**config.mk**
```make
export PLATFORM = sky130hd
export DESIGN_NAME = des_key_sched_dec
export DESIGN_NICKNAME = d
export VERILOG_FILES = /design/src/rtl/des_pkg.sv /design/src/rtl/des_pc2_comb.sv /design/src/rtl/des_key_sched_dec.sv
export SDC_FILE = /design/constraint.sdc
export NUM_CORES = 1
export LEC_CHECK = 0
export BUFFER_PORTS_ARGS = -buffer_cell sky130_fd_sc_hd__buf_2
export CELL_PAD_IN_SITES_DETAIL_PLACEMENT = 0
export CELL_PAD_IN_SITES_GLOBAL_PLACEMENT = 1
export CORE_MARGIN = 2
export CORE_UTILIZATION = 35
export CTS_BUF_LIST = sky130_fd_sc_hd__clkbuf_8
export CTS_CLUSTER_SIZE = 16
export DETAILED_ROUTE_END_ITERATION = 16
export PLACE_DENSITY_LB_ADDON = 0.25
export SYNTH_ARGS = -nofsm -noshare
export SYNTH_HDL_FRONTEND = slang
export SYNTH_HIERARCHICAL = 1
export SYNTH_SLANG_ARGS = --single-unit
```
**constraint.sdc**
```tcl
create_clock -name clk -period 2.2 [get_ports clk]
set_input_delay 0 -clock clk [delete_from_list [all_inputs] [get_ports clk]]
set_output_delay 0 -clock clk [all_outputs]
set_load 0.05 [all_outputs]
```
**src/rtl/des_pkg.sv**
```systemverilog
// Shared DES key-schedule constants and helpers. The tables are the standard
// 1-based DES bit numbers, so they can be checked directly against FIPS 46-3.
package des_pkg;

  // PC-1: 64-bit key -> 56-bit C/D. Parity bits 8,16,...,64 never appear.
  localparam int PC1_TABLE [56] = '{
    57, 49, 41, 33, 25, 17,  9,
     1, 58, 50, 42, 34, 26, 18,
    10,  2, 59, 51, 43, 35, 27,
    19, 11,  3, 60, 52, 44, 36,
    63, 55, 47, 39, 31, 23, 15,
     7, 62, 54, 46, 38, 30, 22,
    14,  6, 61, 53, 45, 37, 29,
    21, 13,  5, 28, 20, 12,  4
  };

  // PC-2: 56-bit C/D -> 48-bit subkey.
  localparam int PC2_TABLE [48] = '{
    14, 17, 11, 24,  1,  5,
     3, 28, 15,  6, 21, 10,
    23, 19, 12,  4, 26,  8,
    16,  7, 27, 20, 13,  2,
    41, 52, 31, 37, 47, 55,
    30, 40, 51, 45, 33, 48,
    44, 49, 39, 56, 34, 53,
    46, 42, 50, 36, 29, 32
  };

  // Forward left-shift amounts s[1..16]; index with round-1.
  // Decrypt walks this backwards as right rotations.
  localparam int SHIFT_SCHED [16] = '{1, 1, 2, 2, 2, 2, 2, 2, 1, 2, 2, 2, 2, 2, 2, 1};

  typedef enum logic {IDLE = 1'b0, EMIT = 1'b1} state_t;

  // Subkey beat presented to the round function.
  typedef struct packed {
    logic [47:0] key;
    logic [3:0]  idx;
  } subkey_t;

  // Bit 1 of the DES numbering is the MSB of each vector.
  function automatic logic [55:0] pc1(input logic [63:0] k);
    logic [55:0] r;
    r = '0;
    for (int i = 0; i < 56; i++) r[6'(55 - i)] = k[6'(64 - PC1_TABLE[i])];
    return r;
  endfunction

  function automatic logic [47:0] pc2(input logic [55:0] cd);
    logic [47:0] r;
    r = '0;
    for (int i = 0; i < 48; i++) r[6'(47 - i)] = cd[6'(56 - PC2_TABLE[i])];
    return r;
  endfunction

  // Right rotation of a 28-bit half; the schedule only ever uses 1 or 2.
  function automatic logic [27:0] rotr28(input logic [27:0] x, input logic [1:0] n);
    return (n == 2'd2) ? {x[1:0], x[27:2]} : {x[0], x[27:1]};
  endfunction

endpackage

```
**src/rtl/des_pc2_comb.sv**
```systemverilog
// Purely combinational PC-2 compression (56 -> 48). Uses the same table as the
// forward key path so both directions stay bit-identical.
module des_pc2_comb
  import des_pkg::*;
(
  input  logic [55:0] cd,
  output logic [47:0] subkey
);

  assign subkey = pc2(cd);

endmodule

```
**src/rtl/des_key_sched_dec.sv**
```systemverilog
// Decrypt-side DES key schedule. PC-1 is applied once at start, then C/D are
// rotated right between rounds so K16..K1 come out in order without storing
// all sixteen subkeys. Subkeys leave over a valid/ready stream.
module des_key_sched_dec
  import des_pkg::*;
(
  input  logic        clk,
  input  logic        rst,
  input  logic        start,
  input  logic [63:0] key64,
  output logic [47:0] subkey48,
  output logic        subkey_valid,
  input  logic        subkey_ready,
  output logic [3:0]  round_idx,
  output logic        busy,
  output logic        done
);

  state_t      state_q, state_d;
  logic [55:0] cd_q, cd_d;
  logic [4:0]  rnd_q, rnd_d;      // 16..1 while emitting
  logic        done_q, done_d;
  logic [3:0]  sidx;
  logic [1:0]  sh;
  logic        xfer;
  logic [47:0] pc2_out;
  subkey_t     sk;

  // Rotation that takes round rnd's C/D to round rnd-1's C/D is s[rnd].
  assign sidx = 4'(rnd_q - 5'd1);
  assign sh   = 2'(SHIFT_SCHED[sidx]);
  assign xfer = (state_q == EMIT) && subkey_ready;

  des_pc2_comb u_pc2 (
    .cd     (cd_q),
    .subkey (pc2_out)
  );

  assign sk.key = pc2_out;
  assign sk.idx = rnd_q[3:0];     // round 16 wraps to 0 by design

  assign subkey48     = sk.key;
  assign round_idx    = sk.idx;
  assign subkey_valid = (state_q == EMIT);
  assign busy         = (state_q != IDLE);
  assign done         = done_q;

  // State register; reset abandons any schedule and suppresses done.
  always_ff @(posedge clk) begin
    if (rst) begin
      state_q <= IDLE;
      cd_q    <= '0;
      rnd_q   <= '0;
      done_q  <= 1'b0;
    end else begin
      state_q <= state_d;
      cd_q    <= cd_d;
      rnd_q   <= rnd_d;
      done_q  <= done_d;
    end
  end

  // Next-state: load PC-1 on start, step C/D on each accepted subkey.
  always_comb begin
    state_d = state_q;
    cd_d    = cd_q;
    rnd_d   = rnd_q;
    done_d  = 1'b0;
    case (state_q)
      IDLE: begin
        if (start) begin
          cd_d    = pc1(key64);
          rnd_d   = 5'd16;
          state_d = EMIT;
        end
      end
      EMIT: begin
        if (xfer) begin
          if (rnd_q > 5'd1) begin
            cd_d  = {rotr28(cd_q[55:28], sh), rotr28(cd_q[27:0], sh)};
            rnd_d = rnd_q - 5'd1;
          end else begin
            // K1 accepted; C/D is left at C1/D1, start is honoured next cycle.
            state_d = IDLE;
            done_d  = 1'b1;
          end
        end
      end
      default: state_d = IDLE;
    endcase
  end

endmodule

```
# Word-level counts from Yosys, hierarchy flattened
# Memory sizes are Yosys's and may differ from the RTL's.
# Index checks and enable logic that the tools add are counted.
# totals
rom_bits	512
in_bits	68
out_inout_bits	55
n_memories	1
ff_bits	63
# memory_table
memory	depth	word_bits	rd	rd_clocked_by_memory_dff	wr	line	rtl
(no name shown)	16	32	1	0	0	des_key_sched_dec.sv:31	assign sh = 2'(SHIFT_SCHED[sidx]);
# classes
n_bitwise	3
addsub	1
n_eq_ne	4
n_lt_le_gt_ge	2
reduce_logical	3
n_mux	17
# op_table
op	count
2-to-1 mux 56 bit	3
one-hot mux 56 bit (2 select lines)	1
2-to-1 mux 28 bit	2
2-to-1 mux 5 bit	3
one-hot mux 5 bit (2 select lines)	1
greater-or-equal comparator 5 bit (second input constant)	1
greater-than comparator 5 x 1 -> 1 bit (second input constant)	1
NOT 4 -> 5 bit	1
subtractor 5 x 1 -> 5 bit (second input constant)	1
2-to-1 mux 1 bit	4
2-to-1 mux 2 bit	2
inequality test 2 x 1 -> 1 bit (second input constant)	2
AND reduction 3 bit	1
OR reduction 3 bit	1
equality test 2 bit (second input constant)	1
inequality test 2 bit (second input constant)	1
NOT 1 bit	2
one-hot mux 1 bit (2 select lines)	1
logical AND 1 bit	1

# Longest topological paths before layout
# depth
depth_word	10
ltp_mapped	11
depth_no_buf	7

# Modules after synthesis
# Netlist, hierarchy kept.
# modules_own_cells
mod	cells_each	n_inst	area_per_inst_um2
des_key_sched_dec	417	1	3649.8
des_pc2_comb	49	1	364.1

# Worst setup path before layout
# No wires, ideal clock.
# synth_timing
path_kind	reg2reg
from	register rnd_q[0]
to	register cd_q[53]
n_path_buf	2
stages_incl_launch_ff	9
setup_ns	0.103
required_ns	2.097
synth_period_minus_slack_ns	2.274
setup_slack_ns	-0.074
arrival_ns	2.171
cell_sequence	dfxtp_1 inv_1 ha_1 clkbuf_1 nor4_1 a21o_1 nor2_4 buf_4 a2111oi_2
# synth_between
elab_chain_cells	10
elab_cells_between_ends	13
classes_between	add/sub: 1; order compare: 1; eq/ne: 2; mux: 6; bitwise: 1; reduce/logical: 1; memory: 1
# synth_rtl
element	line	rtl
from (decl)	des_key_sched_dec.sv:21	logic [4:0] rnd_q, rnd_d;
from (signal assigned)	des_key_sched_dec.sv:58	rnd_q <= rnd_d;
subtractor 5 x 1 -> 5 bit	--	
NOT 4 -> 5 bit (not written as such)	des_key_sched_dec.sv:31	
memory (16 x 32 bit)	--	
2-to-1 mux 2 bit (not written as such) (2 in series)	des_key_sched_dec.sv:31	
equality test 2 bit	des_pkg.sv:58	return (n == 2'd2) ? {x[1:0], x[27:2]} : {x[0], x[27:1]};
2-to-1 mux 28 bit	des_pkg.sv:58	
2-to-1 mux 56 bit	des_key_sched_dec.sv:79	if (rnd_q > 5'd1) begin
2-to-1 mux 56 bit	des_key_sched_dec.sv:78	if (xfer) begin
one-hot mux 56 bit (2 select lines)	des_key_sched_dec.sv:69	case (state_q)
to (signal assigned)	des_key_sched_dec.sv:52	cd_q <= '0;
to (signal assigned)	des_key_sched_dec.sv:57	cd_q <= cd_d;
to (decl)	des_key_sched_dec.sv:20	logic [55:0] cd_q, cd_d;
# Several ways; a longest one is shown, not always the timed one. The select of a mux whose other input is x is not followed.
# A chain may end at the register's enable or synchronous reset.

# Worst setup path in the final report
# layout_timing
from	register rnd_q[1]
to	register cd_q[47]
# Same word-level chain as after synthesis.

==> reports/results.tsv <==
stage	metric	value	unit
drt	wl_per_cell	17.29	um
power	power.leakage	1.861	nW
clocking	tritoncts	built	
synthesis	syn_area_per_cell	8.613	um2
clocking	cts-buffers-inserted	9	
setup_path	crit_chain	buf_4 > nor4_4 > o21ai_2 > a221o_2 > buf_12 > buf_12 > a21boi_0 > a2111oi_2	
placed_design	place.gp.congestion	0.7822	
final_layout	nets	577	
drt	routed_wl	11.28	mm
die	die_area	12340	um2
placed_design	pre_cts_ws	-0.04962	ns
final_layout	final_cells	652	
final_layout	mostFrequentLayoutCells	dfxtp_1 (62), a21oi_1 (61), buf_2 (51), nor2_1 (43), a2111oi_2 (33)	
setup_path	slowest_stage	a221o_2	
sta	fin_setup_tns	0	ns
sta	period_minus_slack	2.125	ns
sta	hold_violations	0	
placed_design	place_area	4320	um2
synthesis	syn_area	4014	um2
setup_path	end_kind	flip-flop	
placed_design	dp.cells	614	
synthesis	yosys-top-cells-area	dfxtp_1 (31%), a2111oi_2 (12%), buf_4 (11%), a21oi_1 (7.7%), nor2_1 (4.0%)	
global_route	grt_max_degree	57	
synthesis	synth_seq_area_share	31.42	%
sta	setup_viol	0	
final_layout	post-route-util	43.19	%
power	vdd_drop_max	0.2905	mV
run_status	outcome	finished clean	
drt	via_count	3619	
die	num_rows	39	
drt	detail-route-antenna-nets	0	
sta	max_freq	470.6	MHz
global_route	grt_util_all_layers	17.44	%
final_layout	postLayoutCellArea	4890	um2
power	total_power	3.355	mW
synthesis	ys.flop_type	dfxtp_1	
synthesis	syn_inst	466	
final_layout	drive_gt1_share	32.02	%
setup_path	crit_top_cell	buf_12	
drt	vias_per_cell	5.551	
sta	maxSlewViolCount	0	
synthesis	yosys_warnings	6	
setup_path	startpoint_type	flip-flop	
final_layout	nFillCells	1152	
synthesis	ys_ff_latch	63	
sta	tightest_slew	0.7379	ns
clocking	clock_path_buffers	2	
synthesis	synth_top_area_share	31.42	%
clocking	cts-root-buf	clkbuf_8	
sta	finClkSkew	0.009259	ns
power	p_per_area	686.1	nW/um2
synthesis	ys_async_sr_fraction	0	%
global_route	grt_pass1_vias	3405	
setup_path	critPathBufInv	3	
sta	setup_ws	0.07520	ns
setup_path	critPathKind	reg -> reg	
setup_path	max_stage_delay	0.41	ns
synthesis	synthDistinctLibCells	42	
final_layout	num_antenna_cells	0	
setup_path	critical_path.max_fanout	21	
global_route	antenna_found_initial	0	
drt	drc	0	
sta	period_share	96.58	%
final_layout	layout_commonest_cell	dfxtp_1	
die	die_y	111.1	um
clocking	clk_pin_slew	0.07	ns
drt	drt-pass1-iter-count	5	
sta	slew_headroom	50.81	%
die	ios	123	
die	die_w	111.1	um
final_layout	multi_input_area	2350	um2
clocking	clk_latency	0.34	ns
global_route	grt_pass1_wl	17.57	mm
setup_path	critical_path_arrival	2.35	ns
die	coreArea	11320	um2
synthesis	synth_top_area_cell	dfxtp_1	
final_layout	syn_to_final_growth	21.82	%
die	initial_core_util	35.46	%
setup_path	crit_family	compound AO/OA/AOI/OAI gates	
clocking	h-tree-depth	3	
synthesis	synth_edf_count	0	
final_layout	seq_area	1265	um2
global_route	gr-total-overflow	0	
sta	rsz0062_at_grt	true	
hold_path	hp-class	in -> reg	
placed_design	io_buffers	52	
setup_path	worst_ep_required_time	2.42	ns
placed_design	place_hpwl	6.834	mm
drt	drt_iter0_markers	272	
clocking	clkSinkCount	63	
sta	whs	0.03728	ns
run	maxCapViolations	0	
Yosys cell counts (all sizes together) (2+ instances only):
| cell type | number |
|---|---|
| nand2b | 2 |
| a21o | 2 |
| a21boi | 27 |
| nor2b | 2 |
| ha | 4 |
| nor2 | 44 |
| nand2 | 4 |
| nor4 | 6 |
| nor3b | 12 |
| inv | 3 |
| o211ai | 8 |
| a21oi | 63 |
| o21ai | 14 |
| a211oi | 6 |
| buf | 74 |
| nand3 | 15 |
| and3 | 20 |
| o221ai | 8 |
| nor3 | 4 |
| clkbuf | 29 |
| a2111oi | 39 |
| dfxtp | 63 |
| nand3b | 8 |
cell type report:
| type | instances | area share [%] |
|---|---|---|
| clock buffers | 10 | 2.815 |
| clock inverters | 5 | 0.4094 |
| well taps | 143 | 3.659 |
| multi-input cells | 318 | 48.06 |
| inverters | 3 | 0.2303 |
| flip-flops and latches | 63 | 25.87 |
| repair buffers | 110 | 18.96 |
timing repair:
action / CTS / global route
endpoints found under the setup margin: 5 / 36
endpoints found under the hold margin: 17 / 0
pin swaps: 1 / 11
hold buffers: 17 / 0
resized for setup: 2 / 44
buffers inserted: 0 / 4
gates cloned: 0 / 2
logic make-up (layout without fill, tap and decap cells):
| group | Yosys count | in the layout | synth area share, % |
|---|---|---|---|
| flops | 63 | 63 | 31.42 |
| other cells | 1 | 22 | 0.09343 |
| buf+inv | 106 | 128 | 15.99 |
| compound gates | 173 | 173 | 34.91 |
| xor+xnor | 1 | 1 | 0.2182 |
| simple gates | 118 | 118 | 16.12 |
| fa+ha+maj | 4 | 4 | 1.247 |
worst register-to-register path, stage by stage (launching register included):
cell and delay [ns]:
dfxtp_1 0.33, buf_4 0.16, nor4_4 0.37, o21ai_2 0.13
a221o_2 0.41, buf_12 0.16, buf_12 0.16, a21boi_0 0.22
a2111oi_2 0.07
report_power, final:
group / switching, mW / internal [mW] / leakage, nW
Combinational: 0.786 / 0.441 / 1.25
Clock: 0.459 / 0.416 / 0.0971
Sequential: 0.0490 / 1.20 / 0.514
Total: 1.29 / 2.06 / 1.86
path summary, 6_finish.rpt:
path	startpoint	to	slack, ns	cells past startpoint
worst max register to register	rnd_q[1]	cd_q[47]	0.08	8
worst max-delay path	rnd_q[1]	cd_q[47]	0.08	8
worst min register to register	busy	busy	0.55	2
worst min-delay path	subkey_ready	done	0.04	3
registers in the layout, summed over array words and instances, names as in the netlist:
signal / count
done: 1
busy: 1
cd_q: 56
rnd_q: 5
metal layers:
metal	GRT usage [%]	routed length, um
met5	0	0
met1	23.23	5387
met2	28.63	5409
met4	5.185	74
met3	3.499	403
Power figures use the tool's default switching activity.
